<file path="src/rtl/act_pkg.sv">
// Shared types and helpers for the per-lane activation pipeline.
// Breakpoints scale with the lane width, so every width uses the same curve shape.
package act_pkg;

   typedef enum logic [1:0] {
      ACT_BYPASS = 2'd0,
      ACT_RELU   = 2'd1,
      ACT_SILU   = 2'd2,
      ACT_LEAKY  = 2'd3
   } act_mode_e;

   // Outer SiLU breakpoint unit: 1 << (w-3)
   function automatic int act_q(input int w);
      return 1 << (w - 3);
   endfunction

   // SiLU offset unit: 1 << (w-5)
   function automatic int act_r(input int w);
      return 1 << (w - 5);
   endfunction

   // Clamp v to the signed w-bit range
   function automatic int act_sat(input int v, input int w);
      int hi;
      int lo;
      hi = (1 << (w - 1)) - 1;
      lo = -(1 << (w - 1));
      if (v > hi) return hi;
      if (v < lo) return lo;
      return v;
   endfunction

endpackage

</file>
<file path="src/rtl/act_lane.sv">
// One activation lane: purely combinational, computes in DATA_WIDTH+2 bits
// and saturates back to DATA_WIDTH.
module act_lane
   import act_pkg::*;
#(
   parameter int unsigned DATA_WIDTH = 8
) (
   input  logic [DATA_WIDTH-1:0] x,
   input  logic [1:0]            mode,
   input  logic                  mask,
   output logic [DATA_WIDTH-1:0] y
);

   localparam int unsigned EW = DATA_WIDTH + 2;
   localparam int QI = act_q(DATA_WIDTH);
   localparam int RI = act_r(DATA_WIDTH);

   localparam logic signed [EW-1:0] NEG_3Q = EW'(-3 * QI);
   localparam logic signed [EW-1:0] NEG_Q  = EW'(-QI);
   localparam logic signed [EW-1:0] POS_3Q = EW'(3 * QI);
   localparam logic signed [EW-1:0] R1     = EW'(RI);
   localparam logic signed [EW-1:0] R3     = EW'(3 * RI);

   logic signed [EW-1:0] xe;
   logic signed [EW-1:0] acc;

   assign xe = {{2{x[DATA_WIDTH-1]}}, x};

   always_comb begin
      acc = xe;
      case (act_mode_e'(mode))
         ACT_BYPASS: acc = xe;
         ACT_RELU:   acc = (xe < 0) ? '0 : xe;
         ACT_SILU: begin
            if (xe < NEG_3Q)      acc = '0;
            else if (xe < NEG_Q)  acc = (xe >>> 2) + R3;
            else if (xe < 0)      acc = (xe >>> 1) + R1;
            else if (xe < POS_3Q) acc = (xe >>> 1) + (xe >>> 2) + (xe >>> 3);
            else                  acc = xe;
         end
         ACT_LEAKY:  acc = (xe < 0) ? (xe >>> 3) : xe;
         default:    acc = xe;
      endcase
   end

   always_comb begin
      y = '0;
      if (mask) y = DATA_WIDTH'(act_sat(int'(acc), DATA_WIDTH));
   end

endmodule

</file>
<file path="src/rtl/act_unit_pipe.sv">
// Two-stage activation pipeline with valid/ready backpressure, per-lane mask
// and an accepted-beat counter.
module act_unit_pipe
   import act_pkg::*;
#(
   parameter int unsigned BUS_NUM    = 16,
   parameter int unsigned DATA_WIDTH = 8,
   parameter int unsigned CNT_WIDTH  = 32
) (
   input  logic                          clk,
   input  logic                          rst_n,
   input  logic                          in_valid,
   output logic                          in_ready,
   input  logic [1:0]                    in_mode,
   input  logic [BUS_NUM-1:0]            in_mask,
   input  logic [BUS_NUM*DATA_WIDTH-1:0] in_data,
   output logic                          out_valid,
   input  logic                          out_ready,
   output logic [BUS_NUM-1:0]            out_mask,
   output logic [BUS_NUM*DATA_WIDTH-1:0] out_data,
   output logic [CNT_WIDTH-1:0]          beat_cnt
);

   logic                          s1_valid;
   logic [1:0]                    s1_mode;
   logic [BUS_NUM-1:0]            s1_mask;
   logic [BUS_NUM*DATA_WIDTH-1:0] s1_data;

   logic                          s2_valid;
   logic [BUS_NUM-1:0]            s2_mask;
   logic [BUS_NUM*DATA_WIDTH-1:0] s2_data;

   logic                          s1_adv;
   logic                          s2_adv;
   logic [BUS_NUM*DATA_WIDTH-1:0] act_res;

   // Ready depends only on registered valids and out_ready, never on in_valid
   assign s2_adv   = !s2_valid || out_ready;
   assign s1_adv   = !s1_valid || s2_adv;
   assign in_ready = s1_adv;

   for (genvar i = 0; i < BUS_NUM; i++) begin : g_lane
      act_lane #(
         .DATA_WIDTH(DATA_WIDTH)
      ) u_lane (
         .x    (s1_data[i*DATA_WIDTH +: DATA_WIDTH]),
         .mode (s1_mode),
         .mask (s1_mask[i]),
         .y    (act_res[i*DATA_WIDTH +: DATA_WIDTH])
      );
   end

   always_ff @(posedge clk or negedge rst_n) begin
      if (!rst_n) begin
         s1_valid <= 1'b0;
         s1_mode  <= '0;
         s1_mask  <= '0;
         s1_data  <= '0;
      end else if (s1_adv) begin
         s1_valid <= in_valid;
         if (in_valid) begin
            s1_mode <= in_mode;
            s1_mask <= in_mask;
            s1_data <= in_data;
         end
      end
   end

   always_ff @(posedge clk or negedge rst_n) begin
      if (!rst_n) begin
         s2_valid <= 1'b0;
         s2_mask  <= '0;
         s2_data  <= '0;
      end else if (s2_adv) begin
         s2_valid <= s1_valid;
         if (s1_valid) begin
            s2_mask <= s1_mask;
            s2_data <= act_res;
         end
      end
   end

   always_ff @(posedge clk or negedge rst_n) begin
      if (!rst_n) beat_cnt <= '0;
      else if (in_valid && s1_adv) beat_cnt <= beat_cnt + CNT_WIDTH'(1);
   end

   assign out_valid = s2_valid;
   assign out_mask  = s2_mask;
   assign out_data  = s2_data;

endmodule

</file>
<file path="config.mk">
export PLATFORM = sky130hd
export DESIGN_NAME = act_unit_pipe
export DESIGN_NICKNAME = d
export VERILOG_FILES = /design/src/rtl/act_pkg.sv /design/src/rtl/act_lane.sv /design/src/rtl/act_unit_pipe.sv
export SDC_FILE = /design/constraint.sdc
export NUM_CORES = 1
export LEC_CHECK = 0
export BUFFER_PORTS_ARGS = -buffer_cell sky130_fd_sc_hd__buf_4
export CAP_MARGIN = 20
export CORE_MARGIN = 10
export CORE_UTILIZATION = 45
export CTS_BUF_LIST = sky130_fd_sc_hd__clkbuf_8
export CTS_CLUSTER_DIAMETER = 200
export DETAILED_ROUTE_END_ITERATION = 7
export PLACE_DENSITY = 0.7
export SETUP_SLACK_MARGIN = 0.3
export SLEW_MARGIN = 5
export SYNTH_ARGS = -nofsm -noshare
export SYNTH_HDL_FRONTEND = slang
export SYNTH_SLANG_ARGS = --single-unit
</file>
<file path="constraint.sdc">
create_clock -name clk -period 5.5 [get_ports clk]
set_input_delay 0.275 -clock clk [delete_from_list [all_inputs] [get_ports clk]]
set_output_delay 0.275 -clock clk [all_outputs]
set_load 0.005 [all_outputs]
</file>
==> impl_results.md <==
* Die area at 59200 sq um
* Tightest Hold Check Type: input pin to flop
* CTS resizes at 0
* CP Capture Type: flop
* Post-synth cell types at 68
* Antenna violations before repair at 1
* Synth area leaders: dfrtp_1, nand2_1, fa_1
* # rows at 81
* Final setup fails at 0
* WS Path Type: flop to flop
* Antenna-violating nets left at 0
* Routed vias/inst at 5.94
* Synth warn at 0
* Clock skew at 0.0339 ns
* DRC at 0
* Power Density at 342 nW/um^2
* Post-synthesis cell area at 22400 sq um
* Clk root buf: clkbuf_8
* Clock Latency Late Sink at 0.68 ns
* Reg-to-reg startpoint: s1_mode[0]
* Fin. max-slew vios at 0
* Layout Nets at 3216
* Filler-free cell count of the finished design at 3551
* Post-synth top area share at 36.1%
* Worst reg-to-reg setup slack at 2.42 ns
* Dpl cells at 3294
* Gr usage total at 24.2%
* Most frequent cells in the layout: nand2_1, buf_4, dfrtp_1, a21oi_1, o21ai_0
* Setup crit start kind: flop
* 1st-iter DRT viols at 2131
* FF-to-FF path depth at 6
* First-pass GRT wire length at 118000 microns
* Core region area at 49200 sq um
* PortBufs at 327
* Final WL at 73900 microns
* Reg-to-reg endpoint: out_data[53]
* Hold Crit Start: out_ready
* Worst-Margin Slew at 1.11 ns
* Critical path's top delay family: simple AND/OR/NAND/NOR gates
* Crit path largest cell delay at 0.91 ns
* DR WL/cell at 20.8 microns
* Max VDD drop at 0.000172 V
* Critical Path RT at 6.06 ns
* Cells after synthesis at 2448
* Detailed Place HPWL at 50200 microns
* DRT Pass-1 Iters at 5
* Layout area overhead at 24.5%
* Placer congestion estimate at 0.934
* Relative slew margins at 26.1%
* Commonest non-fill, non-tap cell in the layout: nand2_1
* #FFs+latches synth at 324
* Worst path cell trace: buf_4 > nand2b_2 > a31oi_1 > nand2_1 > a221oi_1 > a221o_1
* CP Buf/Inv Count at 1
* Syn_area_per_cell at 9.17 sq um
* Reg clk slew, reported paths at 0.06 ns
* Initial Utilization at 45.7%
* Final hold violations at 0
* Outcome: finished, final reports clean
* CTS Sinks at 324
* Yosys top cell by area: dfrtp_1
* Fin crit share at 56.0%
* Slowest CP cell: nand2b_2
* CP arrival at 3.65 ns
* Hold Path Sink: s1_valid
* CP Max Fanout at 38
* Total grt overflow at 0
* Fmax at 325 MHz
* Max Cap Viol at 0
* Fraction of final layout cells sized beyond drive strength 1 at 17.6%
* Setup tns final at 0 ns
* CTS tree: done
* RSZ-0062 raised after global routing: false
* Io pins at 328
* Syn_nets at 2823
* Routed vias at 21100
* H-tree Lvls at 2
* Die Wd at 243 microns
* Post-synth ARST share at 100%
* Number of global-route vias before repair at 21400
* Hold Path Stages at 4
* Seq/Total Area, Yosys at 36.1%
* Leakage at 0.0132 uW
* Deepest clock path buffer count at 3
* Die height at 243 microns
* TritonCTS Buffers at 61
* Final min period at 3.08 ns
* Post-synth EDFFs at 0
* Ys flop type: dfrtp_1
* Pin count of the biggest net entering global routing at 151
## repair_timing
| action | 4_1_cts | 5_1_grt |
|---|---|---|
| buffers inserted | 0 | 0 |
| hold buffers | 148 | 0 |
| endpoints found under the hold margin | 245 | 0 |
## worst max path at each step
| stage | from | endpoint | slack (ns) | cells past startpoint |
|---|---|---|---|---|
| 3_3_place_gp | s1_mode[0] | out_data[108] | 2.59 | 6 |
| 5_1_grt | s1_data[36] | out_data[37] | 2.34 | 8 |
| 4_1_cts | s1_mode[0] | out_data[53] | 2.53 | 6 |
| 2_1_floorplan | s1_data[124] | out_data[125] | 2.92 | 8 |
| 6_report | s1_mode[0] | out_data[53] | 2.42 | 6 |
| 3_5_place_dp | s1_mode[0] | out_data[53] | 2.53 | 6 |
## Yosys cell counts, drive strengths merged, types with 3 or more instances
cell / n
o31ai: 10
a31o: 5
nand2b: 13
a21boi: 3
dfrtp: 324
o21ai: 163
o2111ai: 12
mux2i: 9
mux4: 48
a22o: 7
xnor2: 56
o31a: 7
a221oi: 38
and4: 3
fa: 96
a21o: 34
inv: 66
a2111oi: 8
o311ai: 5
nand4: 23
clkinv: 3
and2: 17
nand2: 589
a211oi: 14
a22oi: 21
a211o: 3
or3: 4
nand3: 64
nor2b: 7
a221o: 28
o221ai: 8
o22ai: 19
nor2: 68
ha: 129
buf: 75
clkbuf: 86
a32o: 3
o211ai: 29
xor2: 21
and3: 29
o21bai: 4
a21oi: 214
nor3: 18
a32oi: 6
a31oi: 44
## logic make-up after synthesis
| logic type | synth area share, % |
|---|---|
| AOI/OAI and AO/OA | 19.6 |
| xor gates and xnor gates | 3.01 |
| adders and majority gates | 15.8 |
| buffers and inverters | 4.21 |
| DFF | 36.1 |
| muxes | 5.22 |
| and+or+nand+nor | 16.1 |
## report_power, final
part | internal, uW | switching, uW
clock network | 1250 | 1100
logic | 1850 | 1930
registers | 2750 | 686
total | 5850 | 3720
## worst register-to-register path, stage by stage (launching register included)
cell	delay, ns
dfrtp_2	0.61
buf_4	0.62
nand2b_2	0.93
a31oi_1	0.25
nand2_1	0.17
a221oi_1	0.08
a221o_1	0.31
## per-layer routing
metal / GRT usage, % / wire length [microns]
met5: 0 / 0
met4: 11.1 / 3160
met3: 5.26 / 5690
met2: 38.3 / 34500
met1: 31.3 / 30600
## final cells by class
| cell class | count | area (sq um) |
|---|---|---|
| Clock buffer | 77 | 1060 |
| Tap cell | 664 | 831 |
| Antenna cell | 1 | 2.50 |
| Timing Repair Buffer | 491 | 4110 |
| Multi-Input combinational cell | 1894 | 13400 |
| Clock inverter | 31 | 135 |
| Fill cell | 4258 | 21200 |
| Sequential cell | 324 | 8110 |
| Inverter | 69 | 259 |
## per-stage QoR
stage | util [%] | power [uW] | worst slack, ns | cell area, sq um | hold WS [ns]
after global placement | 51.3 | 6970 | 2.59 | 25200 | 0.380
after CTS | 56.8 | 9600 | 2.53 | 27900 | 0.104
after detailed placement | 51.4 | 7130 | 2.53 | 25300 | 0.390
after global routing | 56.8 | 10200 | 2.34 | 27900 | 0.144
final | 56.8 | 9560 | 2.42 | 27900 | 0.152
after floorplan | - | 5770 | 2.92 | 22400 | -0.0206
## state kept, by name, summed over array words and instances (netlist names)
| name | flops |
|---|---|
| beat_cnt | 32 |
| s1_data | 128 |
| out_data | 128 |
| s1_valid | 1 |
| out_mask | 16 |
| s1_mode | 2 |
| out_valid | 1 |
| s1_mask | 16 |
(Power assumes the default switching activity.)
